[src/rtl/conv_window_sequencer.sv]
// Drives a KxK shift_register line buffer from a valid/ready pixel stream.
// Optional window handshake counter: define SEQ_WIN_COUNT_EN.
module conv_window_sequencer #(
   parameter int BITS        = 9,
   parameter int KERNEL_SIZE = 3,
   parameter int IMG_LENGTH  = 16,
   parameter int IMG_HEIGHT  = 16,
   localparam int PCW = $clog2(IMG_LENGTH*IMG_HEIGHT+1),
   localparam int CW  = $clog2((IMG_LENGTH > IMG_HEIGHT) ?
                               IMG_LENGTH : IMG_HEIGHT)
) (
   input  logic            clk,
   input  logic            reset_n,
   input  logic            start,
   input  logic [BITS-1:0] pix_in,
   input  logic            pix_in_valid,
   output logic            pix_in_ready,
   output logic            sr_reset,
   output logic            sr_write_en,
   output logic [BITS-1:0] sr_serial_img_in,
   input  logic            sr_ready,
   output logic            win_valid,
   input  logic            win_ready,
   output logic [CW-1:0]   win_row,
   output logic [CW-1:0]   win_col,
   output logic            busy,
   output logic            done,
   output logic            err
`ifdef SEQ_WIN_COUNT_EN
   ,
   output logic [PCW-1:0]  win_count
`endif
);

   localparam logic [PCW-1:0] NPIX = PCW'(IMG_LENGTH*IMG_HEIGHT);
   localparam logic [CW-1:0]  KM1  = CW'(KERNEL_SIZE-1);
   localparam logic [CW-1:0]  WM1  = CW'(IMG_LENGTH-1);
   localparam logic [CW-1:0]  HM1  = CW'(IMG_HEIGHT-1);

   typedef enum logic [2:0] {
      S_IDLE, S_CLEAR, S_FILL, S_STREAM, S_DONE
   } state_t;

   state_t           r_state;
   state_t           w_next;
   logic [PCW-1:0]   r_pcnt;
   logic [CW-1:0]    r_prow;
   logic [CW-1:0]    r_pcol;
   logic             r_chk;
   logic             w_ready;
   logic             w_accept;
   logic             w_legal;
   logic             w_last_fill;
   logic             w_win_free;

   always_comb begin
      w_next      = r_state;
      w_win_free  = !win_valid || win_ready;
      w_ready     = ((r_state == S_FILL) || (r_state == S_STREAM)) &&
                    (r_pcnt < NPIX) && w_win_free;
      w_accept    = pix_in_valid && w_ready;
      // Position of the pixel being accepted decides window legality
      w_legal     = (r_prow >= KM1) && (r_pcol >= KM1);
      w_last_fill = (r_prow == KM1) && (r_pcol == KM1);
      unique case (r_state)
         S_IDLE:   if (start) w_next = S_CLEAR;
         S_CLEAR:  w_next = S_FILL;
         S_FILL:   if (w_accept && w_last_fill) w_next = S_STREAM;
         S_STREAM: if (r_pcnt == NPIX && w_win_free) w_next = S_DONE;
         S_DONE:   w_next = S_IDLE;
         default:  w_next = S_IDLE;
      endcase
   end

   assign pix_in_ready     = w_ready;
   assign sr_write_en      = w_accept;
   assign sr_serial_img_in = pix_in;
   assign sr_reset         = !reset_n || (r_state == S_CLEAR);
   assign busy             = (r_state == S_CLEAR) || (r_state == S_FILL) ||
                             (r_state == S_STREAM);
   assign done             = (r_state == S_DONE);

   always_ff @(posedge clk) begin
      if (!reset_n) r_state <= S_IDLE;
      else          r_state <= w_next;
   end

   always_ff @(posedge clk) begin
      if (!reset_n) begin
         r_pcnt    <= '0;
         r_prow    <= '0;
         r_pcol    <= '0;
         r_chk     <= 1'b0;
         win_valid <= 1'b0;
         win_row   <= '0;
         win_col   <= '0;
         err       <= 1'b0;
`ifdef SEQ_WIN_COUNT_EN
         win_count <= '0;
`endif
      end else begin
         r_chk <= 1'b0;
         if (r_chk && !sr_ready) err <= 1'b1;
         if (r_state == S_CLEAR) begin
            r_pcnt    <= '0;
            r_prow    <= '0;
            r_pcol    <= '0;
            win_valid <= 1'b0;
            err       <= 1'b0;
`ifdef SEQ_WIN_COUNT_EN
            win_count <= '0;
`endif
         end else begin
            if (w_accept) begin
               r_pcnt    <= r_pcnt + PCW'(1);
               win_valid <= w_legal;
               win_row   <= r_prow - KM1;
               win_col   <= r_pcol - KM1;
               if (r_pcol == WM1) begin
                  r_pcol <= '0;
                  if (r_prow != HM1) r_prow <= r_prow + CW'(1);
               end else begin
                  r_pcol <= r_pcol + CW'(1);
               end
               if (r_state == S_FILL && w_last_fill) r_chk <= 1'b1;
            end else if (win_ready) begin
               win_valid <= 1'b0;
            end
`ifdef SEQ_WIN_COUNT_EN
            if (win_valid && win_ready) win_count <= win_count + PCW'(1);
`endif
         end
      end
   end

endmodule
[config.mk]
export PLATFORM = sky130hd
export DESIGN_NAME = conv_window_sequencer
export DESIGN_NICKNAME = d
export VERILOG_FILES = /design/src/rtl/conv_window_sequencer.sv
export SDC_FILE = /design/constraint.sdc
export NUM_CORES = 1
export LEC_CHECK = 0
export ABC_AREA = 1
export CAP_MARGIN = 15
export CORE_UTILIZATION = 30
export DETAILED_ROUTE_END_ITERATION = 7
export PLACE_DENSITY_LB_ADDON = 0.12
export RECOVER_POWER = 25
export SYNTH_ARGS = -nofsm -noshare
export SYNTH_HDL_FRONTEND = slang
export SYNTH_SLANG_ARGS = --single-unit
[constraint.sdc]
create_clock -name clk -period 1.65 [get_ports clk]
set_input_delay 0.2475 -clock clk [delete_from_list [all_inputs] [get_ports clk]]
set_output_delay 0.2475 -clock clk [all_outputs]
set_load 0.005 [all_outputs]
==> results of run 1 <==
sequential cells by signal, indices dropped and copies added, names as in the netlist:
name       flops
err            1
r_state        3
win_valid      1
win_col        4
r_pcnt         9
r_chk          1
win_row        4
r_prow         4
r_pcol         4
worst max-delay path, cell delays in order:
cell and delay (ps):
clkdlybuf4s50_1 490, nor2_2 80, nor3_4 240, dlygate4sd2_1 260
what timing repair did:
| action | in CTS | in global routing |
|---|---|---|
| setup endpoints to repair | 4 | 3 |
| pin swaps | 1 | 0 |
| cloned | 0 | 0 |
| gates resized for setup | 12 | 4 |
| setup buffers | 1 | 0 |
final cells by class:
| type | count | area [sq um] | area share [%] |
|---|---|---|---|
| inverter | 33 | 126 | 6.26 |
| multi-input combinational | 135 | 766 | 37.9 |
| tap | 70 | 87.6 | 4.34 |
| sequential | 31 | 626 | 31.0 |
| clock buffer | 8 | 100 | 4.96 |
| timing repair buffer | 33 | 313 | 15.5 |
final timing paths:
| check | startpoint | endpoint | slack, ps |
|---|---|---|---|
| setup reg to reg | r_state[1]$_SDFFE_PN0P_ | r_state[1]$_SDFFE_PN0P_ | 220 |
| setup / recovery | win_ready | sr_write_en | 80 |
| hold reg to reg | r_pcnt[4]$_SDFFE_PP0P_ | r_pcnt[4]$_SDFFE_PP0P_ | 470 |
| hold / removal | r_pcnt[4]$_SDFFE_PP0P_ | r_pcnt[4]$_SDFFE_PP0P_ | 470 |
routing by layer:
layer / up-vias / wire length [microns] / GRT usage (%) / share of wire, %
li1: 724 / - / - / -
met1: 574 / 1690 / 17.1 / 50
met2: 27 / 1440 / 21.6 / 43
met3: 5 / 176 / 4.47 / 5.3
met4: 0 / 51 / 6.29 / 1.5
met5: - / 0 / 0 / 0
where the power goes:
group	switching, W	total (W)	internal, W
Combinational	0.000334	0.000662	0.000328
Sequential	0.0000611	0.000903	0.000841
Clock	0.000292	0.000672	0.000381
synth_stat cells:
cell      number  area, sq um
a211oi_1       2         15.0
a21oi_1       19         95.1
a31oi_1        1         6.26
buf_2          2         10.0
buf_4         10         75.1
dfxtp_1       31          621
ha_1          10          125
inv_1         31          116
inv_2          2         7.51
nand2_1       27          101
nand2_2        2         12.5
nand3_1       10         50.1
nand3_2        3         30.0
nand4_1        2         12.5
nor2_1        25         93.8
nor2_2         2         12.5
nor3_1         8         40.0
nor3_2         1         10.0
nor3_4         1         16.3
nor3b_1        1         7.51
o21ai_0       13         65.1
o21ai_1        4         20.0
xnor2_1        3         26.3
xor2_1         1         8.76
cell families (layout without fill, tap and decap cells):
logic type / Yosys count / in the layout / share of synthesized area (%)
buffers and inverters: 45 / 74 / 13.2
adder cells (fa/ha/maj): 10 / 10 / 7.93
flip-flops: 31 / 31 / 39.3
XOR/XNOR: 4 / 4 / 2.22
AO/OA/AOI/OAI: 39 / 39 / 12.8
AND/OR/NAND/NOR: 82 / 82 / 24.5
per-stage QoR:
step                setup WS [ps]  cell area (sq um)  TNS (ps)  hold slack (ps)
floorplan                     290               1580         0              386
global placement             -184               1880     -1480              461
detailed placement           -172               1880     -1360              459
CTS                          11.4               2010         0              470
global route                 26.8               2020         0              495
finish                       84.7               2020         0              467
==> flow_metrics.tcl, run 1 <==
set metrics [dict create \
    run_status "finished clean" \
    synthToLayoutAreaGrowth_pct 27.9 \
    yosys_warnings 0 \
    netlist_area_sq_um 1580 \
    arrival_ps 1320 \
    synthDistinctLibCells 24 \
    diodes 0 \
    place_inst 301 \
    cts.clk_slew.worst_paths_ps 60 \
    numCtsBuffers 5 \
    fillers 575 \
    cts_root_buffer "clkbuf_8" \
    fin_util_pct 39.8 \
    finalCriticalPeriod_ps 1570 \
    die-area_sq_um 5550 \
    wl_per_cell_microns 10.8 \
    ys_seq_area_share_pct 39.3 \
    drive_gt1_share_pct 14.6 \
    dpl.hpwl_microns 2510 \
    ant_nets 0 \
    worstMarginPinSlew_ps 371 \
    grt_pass1_vias 1250 \
    clock_latency_ps 290 \
    netlist_instances 211 \
    syn-mean-instance-area_sq_um 7.48 \
    drv_slew 0 \
    layout_common_cells "inv_1, dfxtp_1, nand2_1" \
    clk_path_buf_depth 2 \
    finalCritPeriodShare_pct 94.9 \
    io_buffers 20 \
    hold_depth 2 \
    rsz0062_at_grt "no" \
    avgViaCountPerCell 4.29 \
    coreArea_sq_um 5070 \
    setup_viol 0 \
    tritoncts "done" \
    critPathMaxFanout 2 \
    cts_sinks 31 \
    drt_pass1_iterations 4 \
    critPathLaunchType "primary input" \
    slew_headroom_pct 75.0 \
    dieHeight_microns 74.5 \
    synth_nets 236 \
    grt_usage_pct 13.7 \
    drv_cap 0 \
    crit_required_ps 1400 \
    hp-class "register to register" \
    io_pins 39 \
    grt_pass1_wl_microns 5560 \
    initial_core_util_pct 31.1 \
    rows 26 \
    grt_overflow 0 \
    htree_levels 2 \
    grt_max_degree 20 \
    place_congestion 0.688 \
    end_kind "primary output" \
    die_w_microns 74.5 \
    ff2ff_path_depth 8 \
    nets 264 \
    power_density_nw_per_um2 1110 \
    fin_worst_skew_ps 3.10 \
    drc 0 \
    timing_worst_setup_path_type "primary input to primary output" \
    drtIter0Drc 51 \
    layout_commonest_cell "inv_1" \
    max_freq_mhz 639 \
    ctsHoldBuffers 0 \
    antenna_found_initial 0 \
    wl_microns 3350 \
    ys_ff_latch 31 \
    vias 1330 \
    final_cells 310 \
    leakage_nw 0.836 \
    p_total_w 0.00224 \
    max-vdd-ir-drop_mv 0.411 \
    final_hold_viol_count 0 \
]
(Power assumes the default switching activity.)
==> inputs of run 2 (changes only) <==
--- a/config.mk
+++ b/config.mk
@@ -14,3 +14,4 @@
 export SYNTH_ARGS = -nofsm -noshare
 export SYNTH_HDL_FRONTEND = slang
 export SYNTH_SLANG_ARGS = --single-unit
+export TNS_END_PERCENT = 100
==> results of run 2 <==
Final layout, timing and power as in run 1 (identical DEF).
==> inputs of run 3 (changes only) <==
--- a/config.mk
+++ b/config.mk
@@ -7,7 +7,8 @@
 export LEC_CHECK = 0
 export ABC_AREA = 1
 export CAP_MARGIN = 15
-export CORE_UTILIZATION = 30
+export CORE_MARGIN = 4
+export CORE_UTILIZATION = 35
 export DETAILED_ROUTE_END_ITERATION = 7
 export PLACE_DENSITY_LB_ADDON = 0.12
 export RECOVER_POWER = 25
==> flow_metrics.tcl, run 3 (synthesis gave the netlist of run 1 again) <==
set metrics [dict create \
    htree_levels 2 \
    drc 0 \
    initial_core_util_pct 36.2 \
    die-area_sq_um 5650 \
    place_congestion 0.729 \
    finalCriticalPeriod_ps 1530 \
    rsz0062_at_grt "no" \
    fillers 445 \
    post_dp_cell_area_sq_um 1850 \
    cts_root_buffer "clkbuf_8" \
    fin_area_sq_um 1980 \
    tritoncts "done" \
    place_inst 282 \
    holdWs_ps 316 \
    rows 24 \
    p_comb_share_pct 31.9 \
    io_buffers 20 \
    drtIter0Drc 52 \
    critPathMaxFanout 2 \
    max_freq_mhz 656 \
    grt_usage_pct 13.8 \
    internal_power_w 0.00146 \
    cp_cell_sequence "clkdlybuf4s50_1 > inv_2 > nor3_4 > dlygate4sd2_1" \
    coreArea_sq_um 4350 \
    fin_util_pct 45.4 \
    wl_microns 3290 \
    top_register "r_pcnt" \
    nets 264 \
    run_status "finished clean" \
    p_total_w 0.00212 \
    numCtsBuffers 5 \
    antenna_found_initial 0 \
    drv_slew 0 \
    grt_pass1_vias 1338 \
    clock_latency_ps 280 \
    dieHeight_microns 75.1 \
    io_pins 39 \
    crit_slowest_cell "clkdlybuf4s50_1" \
    critPathLaunchType "primary input" \
    avgViaCountPerCell 4.60 \
    layout_common_cells "inv_1, dfxtp_1, nand2_1" \
    power_density_nw_per_um2 1070 \
    max-vdd-ir-drop_mv 0.480 \
    cts_sinks 31 \
    setup_viol 0 \
    slowest_delay_ps 490 \
    wl_per_cell_microns 11.4 \
    dpl.hpwl_microns 2500 \
    arrival_ps 1280 \
    fin_worst_skew_ps 4.46 \
    timing_worst_setup_path_type "primary input to primary output" \
    cts.clk_slew.worst_paths_ps 60 \
    grt_pass1_wl_microns 5930 \
    grt_max_degree 18 \
    power.switching_w 0.000660 \
    grt_overflow 0 \
    diodes 0 \
    leakage_nw 0.833 \
    drive_gt1_share_pct 14.7 \
    drv_cap 0 \
    end_kind "primary output" \
    worstMarginPinSlew_ps 317 \
    layout_commonest_cell "inv_1" \
    pwr-share-clk_pct 25.6 \
    p_sw_share_pct 31.1 \
    crit_required_ps 1400 \
    hp-class "primary input to register" \
    slew_headroom_pct 78.7 \
    vias 1335 \
    ant_nets 0 \
    final_cells 290 \
    clk_path_buf_depth 2 \
    seq_power_share_pct 42.4 \
    drt_pass1_iterations 5 \
    finalCritPeriodShare_pct 92.4 \
    final_hold_viol_count 0 \
    ctsHoldBuffers 0 \
    die_w_microns 75.1 \
    largest_register_ffs 9 \
    synthToLayoutAreaGrowth_pct 25.3 \
]
-- run 3: cell types whose count changed in the layout (fill, tap and decap cells not counted), sizes merged --
cell,delta
clkdlybuf4s50,-1
clkbuf,-2
dlymetal6s2s,+1
-- run 3: critical path, delay by kind of cell --
kind / cells / cell delay [ps]
buffers and inverters: 3 / 800
and+or+nand+nor: 1 / 220
-- run 3: power groups by stage --
stage	clock (W)	combinational (W)	sequential, W
final	0.000543	0.000677	0.000900
after global routing	0.000593	0.000776	0.000914
after global placement	0	0.000662	0.000911
after detailed placement	0	0.000660	0.000910
after floorplan	0	0.000363	0.000909
after CTS	0.000565	0.000691	0.000899
-- run 3: layer usage --
layer	global-route usage, %	up-vias	routed length (microns)
li1	-	721	-
met1	17.5	588	1650
met2	22.2	19	1490
met3	4.14	7	98
met4	4.66	0	56
met5	0	-	0
-- run 3: path summary, 6_finish.rpt --
| path | slack [ps] | end | from | cells after the start |
|---|---|---|---|---|
| worst max-delay path | 120 | sr_write_en | pix_in_valid | 4 |
| worst min-delay path | 320 | win_valid$_SDFFE_PP0P_ | win_ready | 4 |
| worst max register to register | 230 | r_state[1]$_SDFFE_PN0P_ | r_pcnt[8]$_SDFFE_PP0P_ | 9 |
| worst min register to register | 480 | r_pcnt[4]$_SDFFE_PP0P_ | r_pcnt[4]$_SDFFE_PP0P_ | 2 |
-- run 3: what timing repair did --
item                                    CTS  global route
pin swaps                                 3             1
buffers inserted                          3             1
gates cloned                              0             0
resized for setup                         5            13
endpoints found under the setup margin    3            22
-- run 3: layout make-up --
type                            instances  area, sq um  share of cell area, %
Timing Repair Buffer                   33          319                   16.1
Sequential cell                        31          623                   31.5
Multi-Input combinational cell        135          771                   39.0
Clock buffer                            6         72.6                   3.67
Tap cell                               52         65.1                   3.29
Inverter                               33          126                   6.39
-- run 3: metrics by stage --
stage	setup TNS [ps]	setup WS (ps)
after floorplan	0	290
after global placement	-1900	-187
after detailed placement	-2220	-191
after CTS	-7.92	-7.92
after global routing	0	53.3
final	0	125
